$ cat config.mk
export PLATFORM = sky130hd
export DESIGN_NAME = alu_mult_div_flat
export DESIGN_NICKNAME = d
export VERILOG_FILES = /design/src/rtl/alu_mult_div_pkg.sv /design/src/rtl/alu_mult_div_if.sv /design/src/rtl/alu_mult_div.sv /design/src/flat_wrapper.sv
export SDC_FILE = /design/constraint.sdc
export NUM_CORES = 1
export LEC_CHECK = 0
export BUFFER_PORTS_ARGS = -buffer_cell sky130_fd_sc_hd__buf_4
export CELL_PAD_IN_SITES_DETAIL_PLACEMENT = 1
export CELL_PAD_IN_SITES_GLOBAL_PLACEMENT = 2
export CORE_MARGIN = 2
export CORE_UTILIZATION = 35
export CTS_CLUSTER_SIZE = 20
export DETAILED_ROUTE_END_ITERATION = 8
export PLACE_DENSITY_LB_ADDON = 0.25
export SETUP_SLACK_MARGIN = 0.05
export SKIP_CTS_REPAIR_TIMING = 1
export SYNTH_ARGS = -nofsm -noshare
export SYNTH_HDL_FRONTEND = slang
export SYNTH_SLANG_ARGS = --single-unit
$ cat constraint.sdc
create_clock -name clock -period 8.4 [get_ports clock]
set_input_delay 1.68 -clock clock [delete_from_list [all_inputs] [get_ports clock]]
set_output_delay 1.68 -clock clock [all_outputs]
set_load 0.1 [all_outputs]
$ cat src/rtl/alu_mult_div_pkg.sv
// Shared types for the execute-stage HI/LO unit.
// Alu_Func_T is the function code produced by opcode decode.
package alu_mult_div_pkg;

  typedef enum logic [4:0] {
    Alu_Func_Add,
    Alu_Func_Sub,
    Alu_Func_And,
    Alu_Func_Or,
    Alu_Func_Xor,
    Alu_Func_Nor,
    Alu_Func_Slt,
    Alu_Func_Sltu,
    Alu_Func_Sll,
    Alu_Func_Srl,
    Alu_Func_Sra,
    Alu_Func_Muls,
    Alu_Func_Mulu,
    Alu_Func_Divs,
    Alu_Func_Divu,
    Alu_Func_Mthi,
    Alu_Func_Mtlo,
    Alu_Func_Mfhi,
    Alu_Func_Mflo
  } Alu_Func_T;

endpackage

$ cat src/rtl/alu_mult_div_if.sv
// Issue/result bundle between the execute stage and the HI/LO unit.
// The master drives work in; the slave (the unit) reports status and HI/LO.
interface alu_mult_div_if #(
  parameter int WIDTH = 32
);
  import alu_mult_div_pkg::*;

  logic             in_valid;
  logic             in_ready;
  Alu_Func_T        func;
  logic [WIDTH-1:0] a;
  logic [WIDTH-1:0] b;
  logic             abort;
  logic             busy;
  logic             done;
  logic [WIDTH-1:0] result;
  logic [WIDTH-1:0] hi;
  logic [WIDTH-1:0] lo;

  modport master (
    output in_valid, func, a, b, abort,
    input  in_ready, busy, done, result, hi, lo
  );

  modport slave (
    input  in_valid, func, a, b, abort,
    output in_ready, busy, done, result, hi, lo
  );

endinterface

$ cat src/rtl/alu_mult_div.sv
// Iterative HI/LO multiply/divide unit: shift-add multiply and
// restoring divide, one bit per cycle, followed by a sign-fix cycle.
module alu_mult_div
  import alu_mult_div_pkg::*;
#(
  parameter int WIDTH = 32
) (
  input logic            clock,
  input logic            reset,
  alu_mult_div_if.slave  bus
);

  localparam int CW = $clog2(WIDTH);
  localparam logic [CW-1:0] LAST = CW'(WIDTH - 1);

  typedef enum logic [1:0] {
    S_IDLE,
    S_RUN,
    S_FIX
  } state_t;

  state_t r_state;
  state_t w_next;

  logic [CW-1:0]      r_cnt;
  logic [2*WIDTH-1:0] r_p;
  logic [WIDTH-1:0]   r_m;
  logic [WIDTH-1:0]   r_araw;
  logic [WIDTH-1:0]   r_hi;
  logic [WIDTH-1:0]   r_lo;
  logic               r_div;
  logic               r_neg_q;
  logic               r_neg_r;
  logic               r_dz;
  logic               r_done;

  logic               w_busy;
  logic               w_accept;
  logic               w_is_md;
  logic               w_is_div;
  logic               w_sgn;
  logic [WIDTH-1:0]   w_amag;
  logic [WIDTH-1:0]   w_bmag;
  logic [WIDTH:0]     w_sum;
  logic [WIDTH:0]     w_trial;
  logic [WIDTH-1:0]   w_q;
  logic [WIDTH-1:0]   w_r;
  logic [2*WIDTH-1:0] w_prod;

  assign w_accept = bus.in_valid & ~w_busy & ~bus.abort;
  assign w_is_div = (bus.func == Alu_Func_Divs)
                  | (bus.func == Alu_Func_Divu);
  assign w_is_md  = w_is_div
                  | (bus.func == Alu_Func_Muls)
                  | (bus.func == Alu_Func_Mulu);
  assign w_sgn    = (bus.func == Alu_Func_Muls)
                  | (bus.func == Alu_Func_Divs);

  assign w_amag = (w_sgn & bus.a[WIDTH-1]) ? -bus.a : bus.a;
  assign w_bmag = (w_sgn & bus.b[WIDTH-1]) ? -bus.b : bus.b;

  // r_p holds {partial product, multiplier} or {remainder, quotient}
  assign w_sum   = {1'b0, r_p[2*WIDTH-1:WIDTH]}
                 + (r_p[0] ? {1'b0, r_m} : '0);
  assign w_trial = r_p[2*WIDTH-1:WIDTH-1] - {1'b0, r_m};

  assign w_q    = r_p[WIDTH-1:0];
  assign w_r    = r_p[2*WIDTH-1:WIDTH];
  assign w_prod = r_neg_q ? -r_p : r_p;

  always_ff @(posedge clock or posedge reset) begin
    if (reset) r_state <= S_IDLE;
    else       r_state <= w_next;
  end

  always_comb begin
    w_next = r_state;
    unique case (r_state)
      S_IDLE: if (w_accept && w_is_md) w_next = S_RUN;
      S_RUN: begin
        if (bus.abort)         w_next = S_IDLE;
        else if (r_cnt == LAST) w_next = S_FIX;
      end
      S_FIX:   w_next = S_IDLE;
      default: w_next = S_IDLE;
    endcase
  end

  always_comb begin
    w_busy = 1'b1;
    unique case (r_state)
      S_IDLE:  w_busy = 1'b0;
      default: w_busy = 1'b1;
    endcase
  end

  always_ff @(posedge clock or posedge reset) begin
    if (reset) begin
      r_cnt   <= '0;
      r_p     <= '0;
      r_m     <= '0;
      r_araw  <= '0;
      r_hi    <= '0;
      r_lo    <= '0;
      r_div   <= 1'b0;
      r_neg_q <= 1'b0;
      r_neg_r <= 1'b0;
      r_dz    <= 1'b0;
      r_done  <= 1'b0;
    end else begin
      r_done <= 1'b0;
      unique case (r_state)
        S_IDLE: begin
          if (w_accept && w_is_md) begin
            r_p     <= {{WIDTH{1'b0}}, w_is_div ? w_amag : w_bmag};
            r_m     <= w_is_div ? w_bmag : w_amag;
            r_araw  <= bus.a;
            r_div   <= w_is_div;
            r_neg_q <= w_sgn & (bus.a[WIDTH-1] ^ bus.b[WIDTH-1]);
            r_neg_r <= w_sgn & bus.a[WIDTH-1];
            r_dz    <= (bus.b == '0);
            r_cnt   <= '0;
          end else if (w_accept && bus.func == Alu_Func_Mthi) begin
            r_hi <= bus.a;
          end else if (w_accept && bus.func == Alu_Func_Mtlo) begin
            r_lo <= bus.a;
          end
        end
        S_RUN: begin
          if (!bus.abort) begin
            r_cnt <= r_cnt + 1'b1;
            if (r_div)
              r_p <= {w_trial[WIDTH] ? r_p[2*WIDTH-2:WIDTH-1]
                                     : w_trial[WIDTH-1:0],
                      r_p[WIDTH-2:0], ~w_trial[WIDTH]};
            else
              r_p <= {w_sum, r_p[WIDTH-1:1]};
          end
        end
        S_FIX: begin
          if (!bus.abort) begin
            r_done <= 1'b1;
            if (r_div && r_dz) begin
              r_lo <= '1;
              r_hi <= r_araw;
            end else if (r_div) begin
              r_lo <= r_neg_q ? -w_q : w_q;
              r_hi <= r_neg_r ? -w_r : w_r;
            end else begin
              {r_hi, r_lo} <= w_prod;
            end
          end
        end
        default: ;
      endcase
    end
  end

  assign bus.in_ready = ~w_busy;
  assign bus.busy     = w_busy;
  assign bus.done     = r_done;
  assign bus.hi       = r_hi;
  assign bus.lo       = r_lo;
  assign bus.result   = (bus.func == Alu_Func_Mfhi) ? r_hi : r_lo;

endmodule

$ cat src/flat_wrapper.sv
// flat-port wrapper written by rule: the top's interface ports become plain ports
module alu_mult_div_flat import alu_mult_div_pkg::*;
#(
  parameter int WIDTH = 32
)
  (clock, reset, bus_in_valid, bus_func, bus_a, bus_b, bus_abort, bus_in_ready, bus_busy, bus_done, bus_result, bus_hi, bus_lo);
  alu_mult_div_if #(.WIDTH(WIDTH)) bus_i ();
  input logic clock;
  input logic reset;
  input wire logic [$bits(bus_i.in_valid)-1:0] bus_in_valid;
  input wire logic [$bits(bus_i.func)-1:0] bus_func;
  input wire logic [$bits(bus_i.a)-1:0] bus_a;
  input wire logic [$bits(bus_i.b)-1:0] bus_b;
  input wire logic [$bits(bus_i.abort)-1:0] bus_abort;
  output wire logic [$bits(bus_i.in_ready)-1:0] bus_in_ready;
  output wire logic [$bits(bus_i.busy)-1:0] bus_busy;
  output wire logic [$bits(bus_i.done)-1:0] bus_done;
  output wire logic [$bits(bus_i.result)-1:0] bus_result;
  output wire logic [$bits(bus_i.hi)-1:0] bus_hi;
  output wire logic [$bits(bus_i.lo)-1:0] bus_lo;
  assign bus_i.in_valid = bus_in_valid;
  assign bus_i.func = bus_func;
  assign bus_i.a = bus_a;
  assign bus_i.b = bus_b;
  assign bus_i.abort = bus_abort;
  assign bus_in_ready = bus_i.in_ready;
  assign bus_busy = bus_i.busy;
  assign bus_done = bus_i.done;
  assign bus_result = bus_i.result;
  assign bus_hi = bus_i.hi;
  assign bus_lo = bus_i.lo;
  alu_mult_div #(.WIDTH(WIDTH)) u_core (.clock(clock), .reset(reset), .bus(bus_i));
endmodule
==> results.sh, run 1 <==
export IMPL_later_pin_clock_latency_in_the_skew_report_ns=0.59
export IMPL_vias_per_cell=5.94
export IMPL_io_pins=172
export IMPL_num_rows=80
export IMPL_globalRoute_totalOverflow=0
export IMPL_layout_area_overhead_vs_synth_pct=15.9
export IMPL_yosys_warnings=0
export IMPL_path_clk_slew_ns=0.06
export IMPL_antenna_viol_nets_final=0
export IMPL_pre_cts_slack_ns=3.53
export IMPL_number_of_h_tree_levels=1
export IMPL_critical_path_slowest_cell="sky130_fd_sc_hd__nor4b_1"
export IMPL_routed_wirelength_um=71300
export IMPL_element_type_at_the_critical_path_end="output port"
export IMPL_p_comb_share_pct=56.9
export IMPL_initial_standard_cell_utilization_of_the_core_pct=35.2
export IMPL_final_instance_count_excl_fillers=2838
export IMPL_die_y_um=222
export IMPL_switching_share_pct=52.5
export IMPL_netSwitchingPower_mw=3.64
export IMPL_drt_iter0_drc=1174
export IMPL_finalWorstSetupSlack_ns=3.52
export IMPL_status="complete, no violations"
export IMPL_postSynthNetCount=2265
export IMPL_timing_critical_path_from_type="primary input"
export IMPL_fillerInstances=5740
export IMPL_period_needed_ns=4.88
export IMPL_synth_top_area_share_pct=30.6
export IMPL_post_synth_cell_types=83
export IMPL_final_stage_net_count=2348
export IMPL_p_seq_share_pct=24.9
export IMPL_number_of_antenna_violations_at_the_first_check_in_global_routing=0
export IMPL_setup_viol=0
export IMPL_worstMarginPinSlew_ns=1.25
export IMPL_clock_tree_buffer_depth=3
export IMPL_worst_slew_margin_rel_pct=16.6
export IMPL_die_area_um2=49500
export IMPL_tritoncts_clock_tree="yes"
export IMPL_placed_cells=2790
export IMPL_synthMostInstantiatedCell="sky130_fd_sc_hd__nand2_1"
export IMPL_timing_max_transition_violations_final=0
export IMPL_share_of_the_yosys_chip_area_belonging_to_registers_pct=30.6
export IMPL_share_clk_of_total_power_pct=18.2
export IMPL_power_leakage_nw=8.55
export IMPL_cp_max_fo=32
export IMPL_grt_total_usage_pct=28.3
export IMPL_pwr_density_nw_per_um2=358
export IMPL_reg2reg_start="u_core.r_p[31]"
export IMPL_worst_hold_path_type="reg2reg"
export IMPL_drt_first_pass_iters=5
export IMPL_worst_endpoint_arrival_ns=3.20
export IMPL_internal_power_mw=3.29
export IMPL_layout_area_seq_um2=5110
export IMPL_placeableCoreArea_um2=47400
export IMPL_peakVddDrop_uv=138
export IMPL_yosys_area_top_type="sky130_fd_sc_hd__dfrtp_1"
export IMPL_async_reset_ff_share_pct=100
export IMPL_vias=16800
export IMPL_share_of_cells_above_drive_strength_1_pct=14.1
export IMPL_critPathMostFrequentCell="sky130_fd_sc_hd__buf_4"
export IMPL_crit_start="bus_func[2]"
export IMPL_drv_cap=0
export IMPL_cp_capture_point="bus_result[27]"
export IMPL_endpoint_required_time_on_the_critical_path_ns=6.72
export IMPL_die_width_um=222
export IMPL_cts_made_buffers=26
export IMPL_cts_root_buffer="sky130_fd_sc_hd__clkbuf_16"
export IMPL_synth_avg_cell_area_um2=7.88
export IMPL_yosys_top_cells_count="sky130_fd_sc_hd__nand2_1, sky130_fd_sc_hd__o21ai_0, sky130_fd_sc_hd__dfrtp_1"
export IMPL_synth_edf_count=0
export IMPL_dominantRegCellSynth="sky130_fd_sc_hd__dfrtp_1"
export IMPL_max_freq_ghz=0.205
export IMPL_clock_skew_final_ns=0.0329
export IMPL_cts_num_sinks=204
export IMPL_routedWlPerCell_um=25.1
export IMPL_io_buf_count=171
export IMPL_via_count_of_the_first_global_routing_pass=16800
export IMPL_dp_hpwl_um=54300
export IMPL_routabilityCongestion=0.879
export IMPL_global_route_wire_length_before_repair_um=108000
export IMPL_grt_max_degree=73
export IMPL_synth_top_cells_by_area="sky130_fd_sc_hd__dfrtp_1, sky130_fd_sc_hd__nand2_1, sky130_fd_sc_hd__o21ai_0, sky130_fd_sc_hd__xnor2_1, sky130_fd_sc_hd__ha_1"
export IMPL_syn_area_um2=16700
export IMPL_worst_r2r_cell_count=13
export IMPL_setup_worst_path_class="in2out"
export IMPL_netlist_instances=2120
export IMPL_synth_seq_cells=204
export IMPL_setup_reg_to_reg_worst_slack_ns=3.82
export IMPL_setup_tns_final_ns=0
export IMPL_area_taken_by_multi_input_logic_gates_um2=10900
export IMPL_route_detailed_drc=0
export IMPL_crit_path_cell_trace="buf_4 -> nor4b_1 -> nand2_1 -> buf_4 -> mux2_2 -> buf_4"
export IMPL_rsz_0062_raised_after_global_routing="no"
export IMPL_finalHoldViolations=0
export IMPL_finalCoreUtilization_pct=40.8
export IMPL_layout_worst_path_cycle_share_pct=58.1
export IMPL_slowest_delay_ns=0.42
export IMPL_r2r_end="u_core.r_p[63]"
## layer usage
metal,track usage [%],up-vias,wire [µm]
met5,0,-,0
met4,6.58,0,1750
met3,2.75,80,3320
met2,45.6,468,32600
met1,40.8,8530,33700
li1,-,7771,-
## final cells by class
class,instances,area share (%)
antenna,1,0.0129
clock buffer,33,3.70
clock inverter,14,1.13
inverter,52,1.05
multi-input combinational,1725,56.2
sequential,204,26.4
tap,615,3.98
timing repair buffer,194,7.52
## state kept, by name (all words and copies together) (netlist names)
signal and count:
u_core.r_neg_r 1, u_core.bus.lo 32, u_core.r_neg_q 1, u_core.r_cnt 5, u_core.bus.hi 32, u_core.r_p 64, u_core.r_dz 1, u_core.r_state 2
u_core.r_m 32, u_core.bus.done 1, u_core.r_div 1, u_core.r_araw 32
## placed cells by master, fill, tap and decap left out, types with 7 or more instances in the layout
cell / instances
sky130_fd_sc_hd__a22oi_1: 16
sky130_fd_sc_hd__o22ai_1: 37
sky130_fd_sc_hd__xor2_1: 69
sky130_fd_sc_hd__o21ai_0: 214
sky130_fd_sc_hd__and2_1: 13
sky130_fd_sc_hd__or3_1: 27
sky130_fd_sc_hd__o21ai_1: 7
sky130_fd_sc_hd__dfrtp_1: 203
sky130_fd_sc_hd__or4_1: 10
sky130_fd_sc_hd__nor4_1: 14
sky130_fd_sc_hd__o31ai_1: 28
sky130_fd_sc_hd__nor2b_1: 12
sky130_fd_sc_hd__nand2_1: 314
sky130_fd_sc_hd__a21oi_1: 147
sky130_fd_sc_hd__nor2_1: 175
sky130_fd_sc_hd__nand2b_1: 15
sky130_fd_sc_hd__mux2i_1: 57
sky130_fd_sc_hd__nand3_1: 32
sky130_fd_sc_hd__a31oi_1: 27
sky130_fd_sc_hd__xnor2_1: 104
sky130_fd_sc_hd__o21a_1: 14
sky130_fd_sc_hd__buf_4: 194
sky130_fd_sc_hd__nand4_1: 12
sky130_fd_sc_hd__nand3b_1: 10
sky130_fd_sc_hd__ha_1: 70
sky130_fd_sc_hd__clkbuf_16: 26
sky130_fd_sc_hd__a21o_1: 33
sky130_fd_sc_hd__nor3_1: 40
sky130_fd_sc_hd__a211oi_1: 24
sky130_fd_sc_hd__a221oi_1: 10
sky130_fd_sc_hd__inv_1: 51
sky130_fd_sc_hd__o41ai_1: 13
sky130_fd_sc_hd__and3_1: 16
sky130_fd_sc_hd__o221ai_1: 7
sky130_fd_sc_hd__o211ai_1: 28
sky130_fd_sc_hd__mux2_2: 37
## power by group through the flow
stage	Sequential (mW)	Combinational [mW]	Clock, mW
global route	1.76	4.23	1.31
global placement	1.71	3.85	0
floorplan	2.04	2.47	0
finish	1.72	3.94	1.26
detailed placement	1.72	3.91	0
CTS	1.71	3.93	1.27
## worst max-delay path, delay by kind of cell
kind	cells	cell delay [ns]
mux	1	0.29
buf+inv	3	0.69
simple gates	2	0.52
## metrics by stage
step / instance area, µm² / total power, mW / hold slack [ns]
floorplan: 16700 / 4.51 / 0.440
CTS: 19400 / 6.90 / 0.478
global route: 19400 / 7.30 / 0.497
detailed placement: 18400 / 5.63 / 0.463
finish: 19400 / 6.92 / 0.480
global placement: 18400 / 5.56 / 0.452
## how the worst min path moves through the flow
stage	startpoint	to	slack (ns)	cells past startpoint
after floorplan	u_core.r_araw[13]	u_core.r_araw[13]	0.44	2
after global placement	u_core.r_araw[13]	u_core.r_araw[13]	0.45	2
after detailed placement	u_core.r_araw[27]	u_core.r_araw[27]	0.46	2
after CTS	u_core.r_araw[27]	u_core.r_araw[27]	0.48	2
after global routing	u_core.r_araw[10]	u_core.r_araw[10]	0.50	2
final	u_core.r_araw[10]	u_core.r_araw[10]	0.48	2
## kinds of logic after synthesis
family	Yosys count	synth area share, %
fa+ha+maj	72	5.48
buf+inv	191	4.50
mux	94	5.91
xor+xnor	173	9.07
compound gates	658	24.3
simple gates	728	20.2
flops	204	30.6
(Power assumes the default switching activity.)
==> inputs of run 2 (changes only) <==
--- a/config.mk
+++ b/config.mk
@@ -5,11 +5,12 @@
 export SDC_FILE = /design/constraint.sdc
 export NUM_CORES = 1
 export LEC_CHECK = 0
+export ABC_AREA = 1
 export BUFFER_PORTS_ARGS = -buffer_cell sky130_fd_sc_hd__buf_4
 export CELL_PAD_IN_SITES_DETAIL_PLACEMENT = 1
 export CELL_PAD_IN_SITES_GLOBAL_PLACEMENT = 2
 export CORE_MARGIN = 2
-export CORE_UTILIZATION = 35
+export CORE_UTILIZATION = 30
 export CTS_CLUSTER_SIZE = 20
 export DETAILED_ROUTE_END_ITERATION = 8
 export PLACE_DENSITY_LB_ADDON = 0.25
==> constraint.sdc (replaced) <==
create_clock -name clock -period 4 [get_ports clock]
set_input_delay 0.8 -clock clock [delete_from_list [all_inputs] [get_ports clock]]
set_output_delay 0.8 -clock clock [all_outputs]
set_load 0.1 [all_outputs]
==> run 2 against run 1 <==
Effect of this change:
- sequential power increased by 130%
- register-to-register slack got worse by 3.1 ns
- largest power group unchanged
- flip-flop and latch count stayed put
- global-route usage up 2.5 points
- first-iteration DRC count increased by 79%
- power rose to 2.7 times the previous value
- clock skew fell by 0.018 ns
- utilization decreased by 5.6 points
- final area is 20% higher
- combinational power increased to 3.0 times the previous value
- critical path depth increased by 11
- sequential share of layout area fell by 4.3 points
==> results.sh, run 2 <==
export IMPL_synth_seq_cells=204
export IMPL_worst_r2r_cell_count=17
export IMPL_layout_worst_path_cycle_share_pct=82.6
export IMPL_clock_tree_buffer_depth=3
export IMPL_vias=23500
export IMPL_tritoncts_clock_tree="yes"
export IMPL_die_area_um2=68700
export IMPL_wp_depth=17
export IMPL_global_route_wire_length_before_repair_um=157000
export IMPL_yosys_area_share_simple_pct=39.7
export IMPL_io_pins=172
export IMPL_endpoint_required_time_on_the_critical_path_ns=4.46
export IMPL_setup_viol=0
export IMPL_groute_layer_met3_usage_pct=3.86
export IMPL_internal_power_mw=7.28
export IMPL_timing_critical_path_from_type="flop"
export IMPL_grt_total_usage_pct=30.8
export IMPL_p_comb_share_pct=64.8
export IMPL_netlist_instances=3341
export IMPL_worstMarginPinSlew_ns=0.994
export IMPL_largest_reg_flops=64
export IMPL_number_of_h_tree_levels=1
export IMPL_drv_cap=0
export IMPL_worst_slew_margin_rel_pct=33.7
export IMPL_placed_cells=4304
export IMPL_share_of_cells_above_drive_strength_1_pct=11.3
export IMPL_initial_standard_cell_utilization_of_the_core_pct=30.4
export IMPL_grt_max_degree=79
export IMPL_cts_num_sinks=204
export IMPL_timing_critical_path_max_delay_family="simple AND/OR/NAND/NOR gates"
export IMPL_final_instance_count_excl_fillers=4357
export IMPL_worst_hold_path_type="in2async"
export IMPL_timing_max_transition_violations_final=0
export IMPL_xor_xnor_share_of_the_synthesized_area_pct=2.32
export IMPL_synth_compound_gate_area_share_pct=16.1
export IMPL_post_synth_fa_ha_maj_area_fraction_pct=4.58
export IMPL_global_route_usage_met1_pct=44.4
export IMPL_final_stage_net_count=3614
export IMPL_most_common_library_cell_in_the_layout_ignoring_fill_and_taps="sky130_fd_sc_hd__nand2_1"
export IMPL_globalRoute_totalOverflow=0
export IMPL_layout_area_overhead_vs_synth_pct=15.8
export IMPL_cts_root_buffer="sky130_fd_sc_hd__clkbuf_16"
export IMPL_async_reset_ff_share_pct=100
export IMPL_status="complete, no violations"
export IMPL_worst_endpoint_arrival_ns=3.76
export IMPL_path_clk_slew_ns=0.06
export IMPL_pwr_density_nw_per_um2=796
export IMPL_routed_wirelength_um=107000
export IMPL_antenna_viol_nets_final=0
export IMPL_critical_path_n_buffers_inverters=3
export IMPL_post_synth_cell_types=58
export IMPL_syn_area_um2=20000
export IMPL_routedWlPerCell_um=24.6
export IMPL_synth_top_cells_by_area="sky130_fd_sc_hd__dfrtp_1, sky130_fd_sc_hd__nand2_1, sky130_fd_sc_hd__nor2_1, sky130_fd_sc_hd__inv_1, sky130_fd_sc_hd__nand3_1"
export IMPL_finalHoldViolations=0
export IMPL_postSynthNetCount=3486
export IMPL_vias_per_cell=5.38
export IMPL_synthMostInstantiatedCell="sky130_fd_sc_hd__nand2_1"
export IMPL_synth_avg_cell_area_um2=5.99
export IMPL_setup_reg_to_reg_worst_slack_ns=0.70
export IMPL_crit_path_cell_trace="nand2_1 -> inv_1 -> ha_1 -> inv_1 -> fa_1 -> o21ai_0 -> nand2_1 -> nand2_1 -> nand3_1 -> nand2_1 -> nand2_1 -> nand3_1 -> nand3_1 -> nand2_1 -> inv_1 -> nand2_1 -> nand2_1"
export IMPL_clock_skew_final_ns=0.0153
export IMPL_synth_top_area_share_pct=25.5
export IMPL_critPathMostFrequentCell="sky130_fd_sc_hd__nand2_1"
export IMPL_num_rows=94
export IMPL_max_freq_ghz=0.303
export IMPL_rsz_0062_raised_after_global_routing="no"
export IMPL_element_type_at_the_critical_path_end="flop"
export IMPL_p_seq_share_pct=21.2
export IMPL_reg2reg_start="u_core.r_p[0]"
export IMPL_via_count_of_the_first_global_routing_pass=23800
export IMPL_dominantRegCellSynth="sky130_fd_sc_hd__dfrtp_1"
export IMPL_synth_area_mux_share_pct=0.957
export IMPL_cp_capture_point="u_core.r_p[61]"
export IMPL_yosys_warnings=0
export IMPL_finalWorstSetupSlack_ns=0.698
export IMPL_period_needed_ns=3.30
export IMPL_largest_register="u_core.r_p"
export IMPL_netSwitchingPower_mw=11.2
export IMPL_r2r_end="u_core.r_p[61]"
export IMPL_cts_made_buffers=27
export IMPL_holdWs_ns=0.319
export IMPL_synth_edf_count=0
export IMPL_number_of_antenna_violations_at_the_first_check_in_global_routing=3
export IMPL_slowest_delay_ns=0.77
export IMPL_pre_cts_slack_ns=0.355
export IMPL_placeableCoreArea_um2=65900
export IMPL_cp_max_fo=20
export IMPL_drt_iter0_drc=2102
export IMPL_yosys_top_cells_count="sky130_fd_sc_hd__nand2_1, sky130_fd_sc_hd__nor2_1, sky130_fd_sc_hd__inv_1"
export IMPL_switching_share_pct=60.5
export IMPL_later_pin_clock_latency_in_the_skew_report_ns=0.58
export IMPL_share_of_the_yosys_chip_area_belonging_to_registers_pct=25.5
export IMPL_share_clk_of_total_power_pct=14.0
export IMPL_route_detailed_drc=0
export IMPL_global_route_peak_usage_layer="met2"
export IMPL_setup_worst_path_class="reg2reg"
export IMPL_crit_start="u_core.r_p[0]"
export IMPL_io_buf_count=171
export IMPL_routabilityCongestion=0.954
export IMPL_dp_hpwl_um=86900
export IMPL_groute_layer_met2_usage_pct=46.7
export IMPL_power_leakage_nw=12.0
export IMPL_die_y_um=262
export IMPL_finalCoreUtilization_pct=35.2
export IMPL_peakVddDrop_uv=427
export IMPL_synth_top_family_by_area="simple AND/OR/NAND/NOR gates"
export IMPL_final_cell_mix="sky130_fd_sc_hd__nand2_1, sky130_fd_sc_hd__nor2_1, sky130_fd_sc_hd__inv_1"
export IMPL_die_width_um=262
export IMPL_critical_path_slowest_cell="sky130_fd_sc_hd__dfrtp_1"
export IMPL_setup_tns_final_ns=0
export IMPL_drt_first_pass_iters=5
export IMPL_yosys_area_top_type="sky130_fd_sc_hd__dfrtp_1"
==> run 2: cell count changes after synthesis, moves of 66 or more <==
cell,before,now
sky130_fd_sc_hd__nand2_1,314,913
sky130_fd_sc_hd__inv_1,52,401
sky130_fd_sc_hd__nor2_1,178,514
sky130_fd_sc_hd__nand3_1,33,285
sky130_fd_sc_hd__xnor2_1,104,9
sky130_fd_sc_hd__a21oi_1,147,213
==> run 2: logic make-up after synthesis <==
group,Yosys count
AND/OR/NAND/NOR,1872
flip-flops,204
XOR/XNOR,53
multiplexers,17
adder cells (fa/ha/maj),72
buffers and inverters,549
AO/OA/AOI/OAI,574
==> run 2: metal layers <==
layer,wire length (µm),vias to the layer above
met1,50200,11600
met2,46300,666
met5,11,-
met3,6210,137
li1,-,11000
met4,4370,2
==> run 2: cell type report <==
class | instances | area, µm²
Fill cell | 8743 | 42700
Multi-Input combinational cell | 2588 | 12700
Tap cell | 864 | 1080
Inverter | 425 | 1600
Timing Repair Buffer | 223 | 1700
Clock inverter | 15 | 159
Clock buffer | 35 | 766
Antenna cell | 3 | 7.51
Sequential cell | 204 | 5110
==> run 2: power by group through the flow <==
stage               Sequential, mW  Clock [mW]  Combinational [mW]
detailed placement            3.89           0                11.8
floorplan                     4.91           0                6.77
global placement              3.86           0                11.6
finish                        3.91        2.58                11.9
global route                  3.95        2.70                12.9
CTS                           3.86        2.62                11.8
==> run 2: worst min path at each step <==
| stage | slack, ns | depth (start not counted) | endpoint | from |
|---|---|---|---|---|
| floorplan | 0.45 | 2 | u_core.r_araw[16] | u_core.r_araw[16] |
| global placement | 0.46 | 2 | u_core.r_araw[24] | u_core.r_araw[24] |
| detailed placement | 0.47 | 2 | u_core.r_araw[24] | u_core.r_araw[24] |
| CTS | 0.32 | 2 | u_core.bus.lo[6] | reset |
| global route | 0.35 | 2 | u_core.bus.lo[31] | reset |
| finish | 0.32 | 2 | u_core.bus.lo[6] | reset |
==> run 2: through the flow <==
| stage | instance area (µm²) | power [mW] |
|---|---|---|
| CTS | 23200 | 18.3 |
| floorplan | 20000 | 11.7 |
| global placement | 22200 | 15.5 |
| detailed placement | 22200 | 15.7 |
| finish | 23200 | 18.4 |
| global route | 23200 | 19.6 |
==> run 2: worst register-to-register path: cells and delay by family, from the launching register on <==
kind / cells / cell delay, ns
compound gates: 1 / 0.43
simple gates: 11 / 1.18
fa+ha+maj: 2 / 0.60
flops: 1 / 0.77
buf+inv: 3 / 0.21
==> inputs of run 3 (changes only) <==
==> constraint.sdc (replaced) <==
create_clock -name clock -period 2.9 [get_ports clock]
set_input_delay 0.58 -clock clock [delete_from_list [all_inputs] [get_ports clock]]
set_output_delay 0.58 -clock clock [all_outputs]
set_load 0.1 [all_outputs]
==> run 3 against run 2 <==
Effect of this change:
- critical path depth down 1
- worst hold slack got worse by 0.21 ns
- die area unchanged
- sequential share of layout area shrank 0.92 points
- clock power grew 33%
- final cell count rose by 2.3%
- via count grew 2.6%
- first-iteration DRC count fell by 7.4%
- power rose by 42%
- utilization grew 1.6 points
- critical path type unchanged
==> results.sh, run 3 (synthesis gave the netlist of run 2 again) <==
export IMPL_clock_tree_buffer_depth=3
export IMPL_io_pins=172
export IMPL_endpoint_required_time_on_the_critical_path_ns=3.40
export IMPL_slowest_delay_ns=0.43
export IMPL_via_count_of_the_first_global_routing_pass=24200
export IMPL_die_width_um=262
export IMPL_share_of_cells_above_drive_strength_1_pct=14.7
export IMPL_cp_max_fo=31
export IMPL_routabilityCongestion=0.994
export IMPL_crit_path_cell_trace="buf_12 -> nand2_1 -> inv_1 -> ha_2 -> nand2_1 -> nor2_1 -> inv_1 -> nor2_1 -> nand4_1 -> nand3_2 -> nand2_1 -> nand3_1 -> nand2_1 -> inv_1 -> nand2_1 -> nand2_1"
export IMPL_wp_depth=16
export IMPL_power_leakage_nw=12.6
export IMPL_cts_root_buffer="sky130_fd_sc_hd__clkbuf_16"
export IMPL_rsz_0062_raised_after_global_routing="yes"
export IMPL_setup_tns_final_ns=0
export IMPL_route_detailed_drc=0
export IMPL_largest_reg_flops=64
export IMPL_antenna_viol_nets_final=0
export IMPL_io_buf_count=171
export IMPL_grt_total_usage_pct=30.7
export IMPL_design_power_total_mw=26.2
export IMPL_timing_max_transition_violations_final=0
export IMPL_layout_worst_path_cycle_share_pct=95.3
export IMPL_worst_r2r_cell_count=16
export IMPL_max_freq_ghz=0.362
export IMPL_period_needed_ns=2.76
export IMPL_final_stage_net_count=3720
export IMPL_element_type_at_the_critical_path_end="flop"
export IMPL_global_route_wire_length_before_repair_um=158000
export IMPL_path_clk_slew_ns=0.06
export IMPL_die_area_um2=68700
export IMPL_worst_hold_path_type="in2async"
export IMPL_routedWlPerCell_um=24.0
export IMPL_grt_max_degree=68
export IMPL_critical_path_n_buffers_inverters=4
export IMPL_setup_reg_to_reg_worst_slack_ns=0.14
export IMPL_die_y_um=262
export IMPL_drt_first_pass_iters=5
export IMPL_tritoncts_clock_tree="yes"
export IMPL_drv_cap=0
export IMPL_final_cell_mix="sky130_fd_sc_hd__nand2_1, sky130_fd_sc_hd__nor2_1, sky130_fd_sc_hd__inv_1"
export IMPL_pwr_density_nw_per_um2=1080
export IMPL_drt_iter0_drc=1947
export IMPL_worstMarginPinSlew_ns=0.969
export IMPL_worst_slew_margin_rel_pct=35.3
export IMPL_critPathMostFrequentCell="sky130_fd_sc_hd__nand2_1"
export IMPL_reg2reg_start="u_core.r_p[0]"
export IMPL_vias=24100
export IMPL_holdWs_ns=0.111
export IMPL_layout_area_overhead_vs_synth_pct=21.0
export IMPL_cts_num_sinks=204
export IMPL_setup_worst_path_class="reg2reg"
export IMPL_initial_standard_cell_utilization_of_the_core_pct=30.4
export IMPL_crit_start="u_core.r_p[0]"
export IMPL_critical_path_slowest_cell="sky130_fd_sc_hd__ha_2"
export IMPL_dp_hpwl_um=88100
export IMPL_fillerInstances=8723
export IMPL_timing_critical_path_max_delay_family="simple AND/OR/NAND/NOR gates"
export IMPL_routed_wirelength_um=107000
export IMPL_vias_per_cell=5.40
export IMPL_cp_capture_point="u_core.r_p[63]"
export IMPL_cts_made_buffers=26
export IMPL_status="complete, no violations"
export IMPL_number_of_antenna_violations_at_the_first_check_in_global_routing=2
export IMPL_peakVddDrop_uv=643
export IMPL_globalRoute_totalOverflow=0
export IMPL_placeableCoreArea_um2=65900
export IMPL_finalCoreUtilization_pct=36.7
export IMPL_number_of_h_tree_levels=1
export IMPL_clock_skew_final_ns=0.0138
export IMPL_largest_register="u_core.r_p"
export IMPL_timing_critical_path_from_type="flop"
export IMPL_finalHoldViolations=0
export IMPL_num_rows=94
export IMPL_worst_endpoint_arrival_ns=3.26
export IMPL_setup_viol=0
export IMPL_r2r_end="u_core.r_p[63]"
export IMPL_later_pin_clock_latency_in_the_skew_report_ns=0.57
export IMPL_most_common_library_cell_in_the_layout_ignoring_fill_and_taps="sky130_fd_sc_hd__nand2_1"
[run 3: cell types whose count changed in the layout (fill, tap and decap cells not counted), sizes merged]
cell      change
buf         +105
bufinv        -1
clkbuf        +4
clkinv        -6
clkinvlp      -1
diode         -2
inv           +1
nand2         +2
[run 3: per-layer routing]
layer  vias to the layer above  track usage (%)  part of all wire (%)  routed length, µm
met5                         -                0                     0                  0
met3                       157             4.83                   6.5               6930
met4                         0             12.1                   4.5               4790
met2                       763             46.7                    43              46400
met1                     11900             43.4                    46              49100
li1                      11300                -                     -                  -
[run 3: worst reg2reg max path, delay by kind of cell (launching register included)]
kind / cells / cell delay, ns
buffers and inverters: 4 / 0.48
AND/OR/NAND/NOR: 11 / 1.37
flip-flops: 1 / 0.42
adder cells (fa/ha/maj): 1 / 0.44
[run 3: worst min path at each step]
stage | start | to | slack [ns] | cells after the start
after floorplan | u_core.r_araw[16] | u_core.r_araw[16] | 0.45 | 2
after global placement | u_core.r_araw[6] | u_core.r_araw[6] | 0.47 | 2
after detailed placement | u_core.r_araw[16] | u_core.r_araw[16] | 0.47 | 2
after CTS | reset | u_core.r_p[24] | 0.11 | 2
after global routing | reset | u_core.r_p[24] | 0.12 | 2
final | reset | u_core.bus.lo[10] | 0.11 | 2
[run 3: cell type report]
class | instances | area [µm²] | area share [%]
diodes | 1 | 2.50 | 0.0103
multi-input cells | 2590 | 12900 | 53.5
inverters | 425 | 1600 | 6.61
clock buffers | 39 | 801 | 3.31
flip-flops and latches | 204 | 5110 | 21.1
clock inverters | 8 | 78.8 | 0.326
repair buffers | 328 | 2590 | 10.7
well taps | 864 | 1080 | 4.47
[run 3: where the power goes]
group | leakage, nW | internal, mW | switching (mW)
sequential | 2.45 | 3.76 | 1.40
combinational | 9.71 | 4.81 | 12.7
clock | 0.435 | 2.00 | 1.45
total | 12.6 | 10.6 | 15.6
[run 3: stage by stage]
step / cells / cell area [µm²] / setup slack (ns)
after floorplan: 3341 / 20100 / -0.404
after global placement: 4403 / 23100 / 0.0585
after detailed placement: 4403 / 23100 / -0.0141
after CTS: 4450 / 24000 / 0.0800
after global routing: 4458 / 24200 / 0.0191
final: 4459 / 24200 / 0.135
